===== src/rtl/instruction_fetch.sv =====
// Instruction fetch stage: computes the next PC for the external PC register and
// fetches one instruction per cycle into a single-entry slot feeding decode.
module instruction_fetch #(
    parameter int          ADDR_W     = 32,
    parameter int          INSTR_W    = 32,
    parameter int unsigned INT_VECTOR = 8
) (
    input  logic               clock,
    input  logic               reset,
    input  logic [ADDR_W-1:0]  programCounter,
    output logic [ADDR_W-1:0]  address,
    output logic               imem_req,
    output logic [ADDR_W-1:0]  imem_addr,
    input  logic               imem_ready,
    input  logic [INSTR_W-1:0] imem_data,
    output logic [INSTR_W-1:0] instruction,
    output logic               instr_valid,
    input  logic               decode_stall,
    input  logic               branch_taken,
    input  logic [ADDR_W-1:0]  branch_target,
    input  logic               interrupt,
    output logic               int_ack,
    output logic [ADDR_W-1:0]  epc
);

    typedef enum logic [1:0] {
        IDLE,
        FETCH,
        HOLD,
        IRQ
    } state_t;

    state_t             state_q, state_d;
    logic [INSTR_W-1:0] instruction_q, instruction_d;
    logic               instr_valid_q, instr_valid_d;
    logic [ADDR_W-1:0]  epc_q, epc_d;
    logic               interrupt_q;

    logic irq_edge;
    logic consume;
    logic slot_free;

    assign irq_edge  = interrupt & ~interrupt_q;
    assign consume   = instr_valid_q & ~decode_stall;
    assign slot_free = ~instr_valid_q | consume;

    // Interrupt entry outranks a branch, which outranks the normal fetch path.
    always_comb begin
        state_d       = state_q;
        instruction_d = instruction_q;
        instr_valid_d = instr_valid_q;
        epc_d         = epc_q;
        address       = programCounter;
        imem_req      = 1'b0;
        int_ack       = 1'b0;

        case (state_q)
            IDLE: begin
                state_d = FETCH;
            end
            FETCH, HOLD: begin
                if (state_q == FETCH) begin
                    imem_req = slot_free;
                end
                if (irq_edge) begin
                    address       = ADDR_W'(INT_VECTOR);
                    epc_d         = branch_taken ? branch_target : programCounter;
                    instr_valid_d = 1'b0;
                    state_d       = IRQ;
                end else if (branch_taken) begin
                    address       = branch_target;
                    instr_valid_d = 1'b0;
                    state_d       = FETCH;
                end else if (state_q == HOLD) begin
                    if (!decode_stall) begin
                        instr_valid_d = 1'b0;
                        state_d       = FETCH;
                    end
                end else if (instr_valid_q && decode_stall) begin
                    state_d = HOLD;
                end else if (slot_free && imem_ready) begin
                    instruction_d = imem_data;
                    instr_valid_d = 1'b1;
                    address       = programCounter + ADDR_W'(1);
                end else if (consume) begin
                    instr_valid_d = 1'b0;
                end
            end
            IRQ: begin
                int_ack = 1'b1;
                state_d = FETCH;
            end
            default: begin
                state_d = IDLE;
            end
        endcase

        // The PC register is also in reset, so present its reset-time input as zero.
        if (reset) begin
            address = '0;
        end
    end

    always_ff @(posedge clock or posedge reset) begin
        if (reset) begin
            state_q       <= IDLE;
            instruction_q <= '0;
            instr_valid_q <= 1'b0;
            epc_q         <= '0;
            interrupt_q   <= 1'b0;
        end else begin
            state_q       <= state_d;
            instruction_q <= instruction_d;
            instr_valid_q <= instr_valid_d;
            epc_q         <= epc_d;
            interrupt_q   <= interrupt;
        end
    end

    assign imem_addr   = programCounter;
    assign instruction = instruction_q;
    assign instr_valid = instr_valid_q;
    assign epc         = epc_q;

endmodule


===== config.mk =====
export PLATFORM = sky130hd
export DESIGN_NAME = instruction_fetch
export DESIGN_NICKNAME = d
export VERILOG_FILES = /design/src/rtl/instruction_fetch.sv
export SDC_FILE = /design/constraint.sdc
export NUM_CORES = 1
export LEC_CHECK = 0
export ABC_AREA = 1
export CORE_UTILIZATION = 36
export CTS_CLUSTER_SIZE = 10
export DETAILED_ROUTE_END_ITERATION = 7
export GPL_ROUTABILITY_DRIVEN = 0
export GPL_TIMING_DRIVEN = 0
export PLACE_DENSITY = 0.76
export RECOVER_POWER = 25
export SETUP_SLACK_MARGIN = 0.02
export SYNTH_ARGS = -nofsm -noshare
export SYNTH_HDL_FRONTEND = slang
export SYNTH_SLANG_ARGS = --single-unit

===== constraint.sdc =====
create_clock -name clock -period 4.6 [get_ports clock]
set_input_delay 0.92 -clock clock [delete_from_list [all_inputs] [get_ports clock]]
set_output_delay 0.92 -clock clock [all_outputs]
set_load 0.02 [all_outputs]

# Word-level counts from Yosys, hierarchy flattened
# Index checks and enable logic that the tools add are counted.
# word_totals
reg_bits	68
inputBits	102
out_inout_bits	131
word_cells	57
# classes
addsub	1
eq_ne	7
muxes	24
bitwise_logic	10
n_reduce_logical	10
# op_table
operator	count
two-way mux 32 bit	8
adder 32 x 1 -> 32 bit (second input constant)	1
two-way mux 1 bit	10
two-way mux 2 bit	5
inequality test 5 bit (second input constant)	2
inequality test 4 bit (second input constant)	2
inverter 1 bit	7
AND reduction 6 bit	1
nonzero test 5 bit	1
equality test 2 bit (second input constant)	2
case mux 2 bit (2 select lines)	1
AND reduction 2 bit	2
AND reduction 4 bit	1
OR reduction 2 bit	2
AND 1 bit	2
equality test 2 x 1 -> 1 bit (second input constant)	1
logical AND 1 bit	2
logical NOT 2 bit	1
bitwise OR 1 bit	1

# Logic depth before layout (Yosys ltp)
# Gate-level depths: netlist of run 1.
# depth
ltp_word	11
mapped_depth	12
mapped_depth_nobuf	12

# Worst setup path before layout of run 1
# OpenSTA, ideal clock, no wires.
# synth_timing
kind	input to output
startpoint	input reset
endpoint	output address[10]
arrival_ns	3.919
required_time_ns	3.680
path_slack_ns	-0.239
cell_stages	4
path_buffers	1
cell_sequence	inv_1 -> clkbuf_1 -> o21ai_0 -> a21oi_1
# synth_between
elab_chain_len	1
# synth_rtl
item	line	text
start, declared	9	input logic reset,
two-way mux 32 bit	99	if (reset) begin
end, declared	11	output logic [ADDR_W-1:0] address,
# Every way passes these cells.

# Worst setup path after layout of run 1
# layout_timing
startpoint	input interrupt
endpoint	output address[22]
# layout_between
elab_chain_len	4
# layout_rtl
item	line	text
start, declared	21	input logic interrupt,
AND 1 bit	43	assign irq_edge = interrupt & ~interrupt_q;
two-way mux 32 bit	65	if (irq_edge) begin
two-way mux 32 bit	57	case (state_q)
two-way mux 32 bit	99	
# Every way passes these cells.

==> results of run 1 <==
cells by family (layout without fill, tap and decap cells):
group / after synthesis / after routing / synth area share (%)
and+or+nand+nor: 313 / 313 / 29.7
buffers and inverters: 127 / 375 / 13.1
AOI/OAI and AO/OA: 116 / 116 / 12.5
DFF: 68 / 68 / 34.7
muxes: 35 / 35 / 7.97
xor gates and xnor gates: 6 / 6 / 1.07
adders and majority gates: 4 / 4 / 1.02
cells in the mapped netlist, types with 4 or more instances:
master      n
nand4_1     6
buf_4      32
ha_1        4
o21ai_1     9
dfrtp_1    68
nor2_1     47
nand2_1   181
buf_6       4
nand3_1    29
mux2_1      5
clkbuf_1   14
buf_2       9
nand2_2     7
mux2_2     27
or2_2      11
nor2_4      9
nor2_2      4
xor2_1      5
inv_1      56
o21ai_0    70
a21oi_1    26
inv_2      10
nor3_1      5
final cells by class:
type	instances	area [um2]	area share, %
Tap cell	176	220	2.84
Clock inverter	6	48.8	0.630
Sequential cell	68	1700	22.0
Timing Repair Buffer	232	2340	30.2
Multi-Input combinational cell	474	2560	33.0
Clock buffer	10	239	3.08
Inverter	67	253	3.26
Buffer	60	390	5.04
through the flow:
| step | util (%) | area [um2] | std cells | setup WS (ps) |
|---|---|---|---|---|
| global route | 58.5 | 7750 | 1093 | 105 |
| floorplan | - | 4900 | 669 | 994 |
| finish | 58.5 | 7750 | 1093 | 285 |
| CTS | 58.5 | 7750 | 1093 | 303 |
| detailed placement | 56.3 | 7460 | 1077 | 322 |
| global placement | 56.1 | 7430 | 1076 | -544 |
power by group through the flow:
stage / clock network, mW / registers (mW) / logic [mW]
2_1_floorplan: 0 / 1.38 / 0.994
3_3_place_gp: 0 / 1.03 / 2.55
3_5_place_dp: 0 / 1.05 / 2.58
4_1_cts: 0.682 / 1.04 / 2.59
5_1_grt: 0.706 / 1.08 / 2.74
6_report: 0.663 / 1.04 / 2.57
worst max-delay path by stage:
stage,cells after the start,end,start
floorplan,4,address[10],reset
global placement,6,address[9],reset
detailed placement,11,address[26],programCounter[0]
CTS,11,address[26],programCounter[0]
global route,12,address[17],interrupt
finish,11,address[22],interrupt
sequential cells by signal, indices dropped and copies added, names as in the netlist:
name and flops:
epc 32, instruction 32, state_q 2, instr_valid 1
interrupt_q 1
critical path: stages:
cell             delay (ps)
dlygate4sd3_1           560
inv_1                    70
nor2_2                   50
inv_2                   190
nor2_4                   90
inv_2                    90
nand2_1                 180
inv_1                   190
o21ai_0                 120
a31oi_1                 270
clkdlybuf4s50_1         660
metal layers:
layer | vias to the layer above | routed length, um | track usage (%)
met5 | - | 0 | 0
met4 | 0 | 445 | 10.4
met3 | 31 | 1420 | 5.02
met2 | 263 | 8190 | 42.3
met1 | 2492 | 7020 | 30.7
li1 | 2633 | - | -
layout by cell type, fill, tap and decap left out, drive strengths merged, types with 24 or more instances in the layout:
cell	instances
mux2	32
dfrtp	68
nand3	32
buf	47
a21oi	27
nor2	60
o21ai	79
clkbuf	24
nand2	190
inv	67
clkdlybuf4s50	229
==> summary.txt, run 1 <==
Outcome
  – Status: finished clean

Flow run
  – Max-Cap Viols: 0

Timing
  – Final clock skew: about 7.7 ps
  – Final period utilization: 93.8%
  – Slew Limit Fails: 0
  – Minimum clock period: around 4300 ps
  – Endpoints failing setup: 0
  – Hold WS: 473 ps
  – RSZ-0062 raised after global routing: false
  – Fin. Hold Viols: 0
  – Setup_tns: 0 ps
  – Measured slew at the worst slew-check pin: between 600 and 700 ps
  – Worst slew margin: 57.2%
  – FMAX: around 230 MHz

GRT
  – Initial antenna violation count: 0
  – Gr ovfl total: 0
  – Largest net degree at the start of global routing: 68
  – Vias in the first global route: between 5000 and 6000
  – Global-route usage over all layers: 24.9%
  – First-pass GRT wire length: about 27 mm

Floorplanning
  – Core area: 13200 um2
  – DIE AREA: 14100 um2
  – Row count: between 40 and 50
  – I/O pin total: around 230
  – Initial core utilization: 37.0%
  – Die X: 119 um
  – Die Y: between 100 and 150 um

Power and ir drop
  – Comb pwr share: about three fifths
  – Sw Ratio: between 40% and 50%
  – Lkg Pwr: approximately 3.5 nW
  – Final Power: approximately 4.3 mW
  – Worst vdd ir: around 220 uV
  – Clock share of power: between 10% and 20%
  – Psw: 1.84 mW
  – Power density cells: ~550 nW/um2
  – Seq pwr share: between 20% and 30%
  – Pint: 2.43 mW

CTS
  – Clock buffer depth: 2
  – Sink Count: approximately 70
  – Post-cts resize count: 0
  – Clock latency on the worst-skew pair: approximately 340 ps
  – Post-CTS Hold Buffers: 0
  – Postcts setup bufs: 0
  – Root Buffer: clkbuf_16
  – Clock slew seen by the registers of the worst setup and hold paths: approximately 60 ps
  – CTS tree: done
  – CTS H-tree depth: 3
  – CTS buffer count: 9

Yosys
  – Largest area contributor in the netlist: dfrtp_1
  – Seq/Total Area, Yosys: between 30% and 40%
  – Ranking of synthesized cells by area: dfrtp_1 35%, nand2_1 14%, o21ai_0 7.2%
  – FF+latch count, synth: between 60 and 70
  – Ys async rst share: between 90% and 100%
  – Top FF cell, synth: dfrtp_1
  – YS warnings: 0
  – Mapped Area: a little under 5000 um2
  – Yosys cell types: 40
  – Gate Count Post-Synth: around 670
  – Mapped Nets: between 700 and 800
  – Post-synth EDFFs: 0
  – Top cell type's share of synthesized area: 34.7%
  – Post-Syn Area per Cell: about 7.3 um2

Drt
  – DRT iter0 DRCs: between 200 and 300
  – DR vias: about 5400
  – Vias per inst: just under 5
  – Total Routed Length: ~17 mm
  – WL/cell: between 15 and 20 um
  – Pre-Repair DR Iteration Count: 5
  – DRC: 0
  – DRT antenna net count: 0

Hold path
  – Worst Hold Path Cells: 2
  – Worst min path class: register to register
  – Hold wc startpoint: epc[25]$_DFFE_PP0P_
  – Hold Path Sink: epc[25]$_DFFE_PP0P_

Critical path
  – Worst reg2reg path depth: 8
  – Worst R2R Start: state_q[0]$_DFFE_PP0P_
  – CP Launch Type: input port
  – Arr. time, crit path: ~3400 ps
  – Worst Path Required: around 3700 ps
  – Worst R2R Setup Slack: 2560 ps
  – Critical path fanouts, max: 8
  – Critical path class: input port to output port
  – Reg-to-reg critical path endpoint: instruction[30]$_DFFE_PP0P_
  – Crit end category: output port

Finish
  – Nets: roughly 1000
  – Area growth, synth to finish: 58.2%
  – # diodes: 0
  – Share of layout cells above drive strength 1: 15.5%
  – Layout fillers: approximately 1300

Place
  – Detail Placement HPWL: 13.5 mm
  – PortBufs: between 200 and 250
No activity file was read; power rests on OpenSTA's default activity.
==> run 2: changes to the inputs <==
- CORE_ASPECT_RATIO: not set -> 1.2
- PLACE_DENSITY: 0.76 -> 0.73
- clock period: 4.6 -> 4.83 ns (I/O delays scaled with it)
==> run 2 against run 1 <==
Net effect:
- clock-buffer cell count shrank 1
- cell count fell by 0.73%
- flip-flop and latch count did not move
- non-clock buffer count unchanged
- utilization is 0.22 points higher
- critical path depth is 1 higher
- register-to-register slack improved by 170 ps
- design area increased by 0.34%
- clock power is 7.7% higher
- highest routed layer unchanged
==> summary.txt, run 2 (synthesized netlist as in run 1, its figures left out) <==
Critical path
  – Worst Path Required: just under 4000 ps
  – Reg-to-reg critical path endpoint: instruction[29]$_DFFE_PP0P_
  – CP Launch Type: input port
  – Cell family with most CP delay: buffers and inverters
  – Critical path class: input port to output port
  – Worst path cell trace: clkdlybuf4s50_1, ha_1, nand3_1, nor2_2, nand3_2, nor2_2, nand2_1, nand2_1, nand2_1, o21ai_1, inv_1, clkdlybuf4s50_1
  – Slowest CP cell: clkdlybuf4s50_1
  – Worst R2R Setup Slack: between 2000 and 3000 ps
  – Crit end category: output port
  – Crit path buf inv count: 3
  – Cell mode on critical path: nand2_1
  – Worst reg2reg path depth: 8
  – Worst R2R Start: state_q[0]$_DFFE_PP0P_
  – Delay of the slowest critical-path stage: about 600 ps
  – Arr. time, crit path: 3460 ps
  – Critical path fanouts, max: 7

Drt
  – Pre-Repair DR Iteration Count: 5
  – DRT iter0 DRCs: between 200 and 300
  – DRC: 0
  – DRT antenna net count: 0
  – DR vias: around 5400
  – WL/cell: 15.9 um
  – Total Routed Length: 17.3 mm
  – Vias per inst: ~5.0

Hold path
  – Hold wc startpoint: epc[12]$_DFFE_PP0P_
  – Worst min path class: register to register
  – Worst Hold Path Cells: 2
  – Hold Path Sink: epc[12]$_DFFE_PP0P_

Timing
  – FMAX: ~230 MHz
  – Endpoints failing setup: 0
  – Final period utilization: between 90% and 100%
  – Setup_tns: 0 ps
  – Worst slew margin: 55.0%
  – Fin. Hold Viols: 0
  – Minimum clock period: about 4400 ps
  – Measured slew at the worst slew-check pin: a little under 700 ps
  – Slew Limit Fails: 0
  – RSZ-0062 raised after global routing: false
  – Final clock skew: 8.01 ps

CTS
  – CTS tree: done
  – CTS buffer count: 9
  – Clock latency on the worst-skew pair: around 330 ps
  – Clock buffer depth: 2
  – Post-cts resize count: 0
  – Clock slew seen by the registers of the worst setup and hold paths: around 60 ps
  – Postcts setup bufs: 0
  – Post-CTS Hold Buffers: 0
  – CTS H-tree depth: 3
  – Root Buffer: clkbuf_16
  – Sink Count: 68

GRT
  – First-pass GRT wire length: between 20 and 30 mm
  – Gr ovfl total: 0
  – Initial antenna violation count: 0
  – Global-route usage over all layers: between 20% and 30%
  – Largest net degree at the start of global routing: a little over 50
  – Vias in the first global route: ~5100

Floorplanning
  – DIE AREA: ~14000 um2
  – Die Y: 130 um
  – I/O pin total: about 230
  – Die X: between 100 and 150 um
  – Row count: 46
  – Core area: between 10000 and 15000 um2
  – Initial core utilization: a little under two fifths

Flow run
  – Max-Cap Viols: 0

Finish
  – Commonest non-fill, non-tap cell in the layout: clkdlybuf4s50_1
  – Area growth, synth to finish: 58.8%
  – # diodes: 0
  – Layout fillers: roughly 1200
  – Share of layout cells above drive strength 1: 15.5%
  – Highest-count cells in the layout ignoring fill and taps: 229 x clkdlybuf4s50_1, 181 x nand2_1, 70 x o21ai_0
  – Nets: around 1000

Place
  – PortBufs: about 230
  – Detail Placement HPWL: approximately 14 mm

Power and ir drop
  – Lkg Pwr: roughly 3.6 nW
  – Power density cells: 535 nW/um2
  – Final Power: 4.16 mW
  – Worst vdd ir: 333 uV

Outcome
  – Status: finished clean
[run 2: cell count changes in the layout (fill, tap and decap cells not counted)]
cell,previous run,this run
clkbuf_8,1,0
bufinv_16,0,2
clkinv_4,2,1
inv_6,1,2
clkinvlp_4,3,1
clkinv_2,1,2
[run 2: where the power goes]
group | internal [mW] | switching, mW
clock | 0.455 | 0.259
combinational | 1.10 | 1.36
sequential | 0.845 | 0.140
[run 2: layer usage]
layer | wire, um | GRT usage, %
met3 | 1230 | 4.30
met4 | 401 | 10.4
met1 | 7000 | 29.7
met5 | 0 | 0
met2 | 8620 | 42.5
[run 2: cell type report]
cell class / instances / area [um2] / area share [%]
Multi-Input combinational cell: 474 / 2560 / 32.9
Timing Repair Buffer: 232 / 2340 / 30.1
Sequential cell: 68 / 1700 / 21.9
Buffer: 60 / 390 / 5.02
Inverter: 67 / 253 / 3.25
Clock buffer: 9 / 225 / 2.90
Tap cell: 168 / 210 / 2.70
Clock inverter: 7 / 98.8 / 1.27
[run 2: how the worst max path moves through the flow]
stage / from / end / slack (ps) / cells past startpoint
6_report: programCounter[0] / address[28] / 400 / 12
4_1_cts: programCounter[0] / address[28] / 430 / 12
2_1_floorplan: reset / address[10] / 1130 / 4
5_1_grt: programCounter[0] / address[28] / 250 / 12
3_5_place_dp: programCounter[0] / address[28] / 440 / 12
3_3_place_gp: reset / address[11] / -380 / 6
[run 2: metrics by stage]
| stage | hold slack, ps | cell area [um2] | cells | util [%] | setup slack, ps |
|---|---|---|---|---|---|
| 6_report | 469 | 7770 | 1085 | 58.7 | 404 |
| 4_1_cts | 472 | 7770 | 1085 | 58.7 | 432 |
| 3_5_place_dp | 457 | 7450 | 1069 | 56.3 | 436 |
| 5_1_grt | 489 | 7770 | 1085 | 58.7 | 247 |
| 2_1_floorplan | 560 | 4900 | 669 | - | 1130 |
| 3_3_place_gp | 455 | 7420 | 1068 | 56.1 | -382 |
[run 2: tightest hold or removal path: stages, from the launching register on]
cell	delay, ps
dfrtp_1	340
nand2_1	50
nand2_1	50
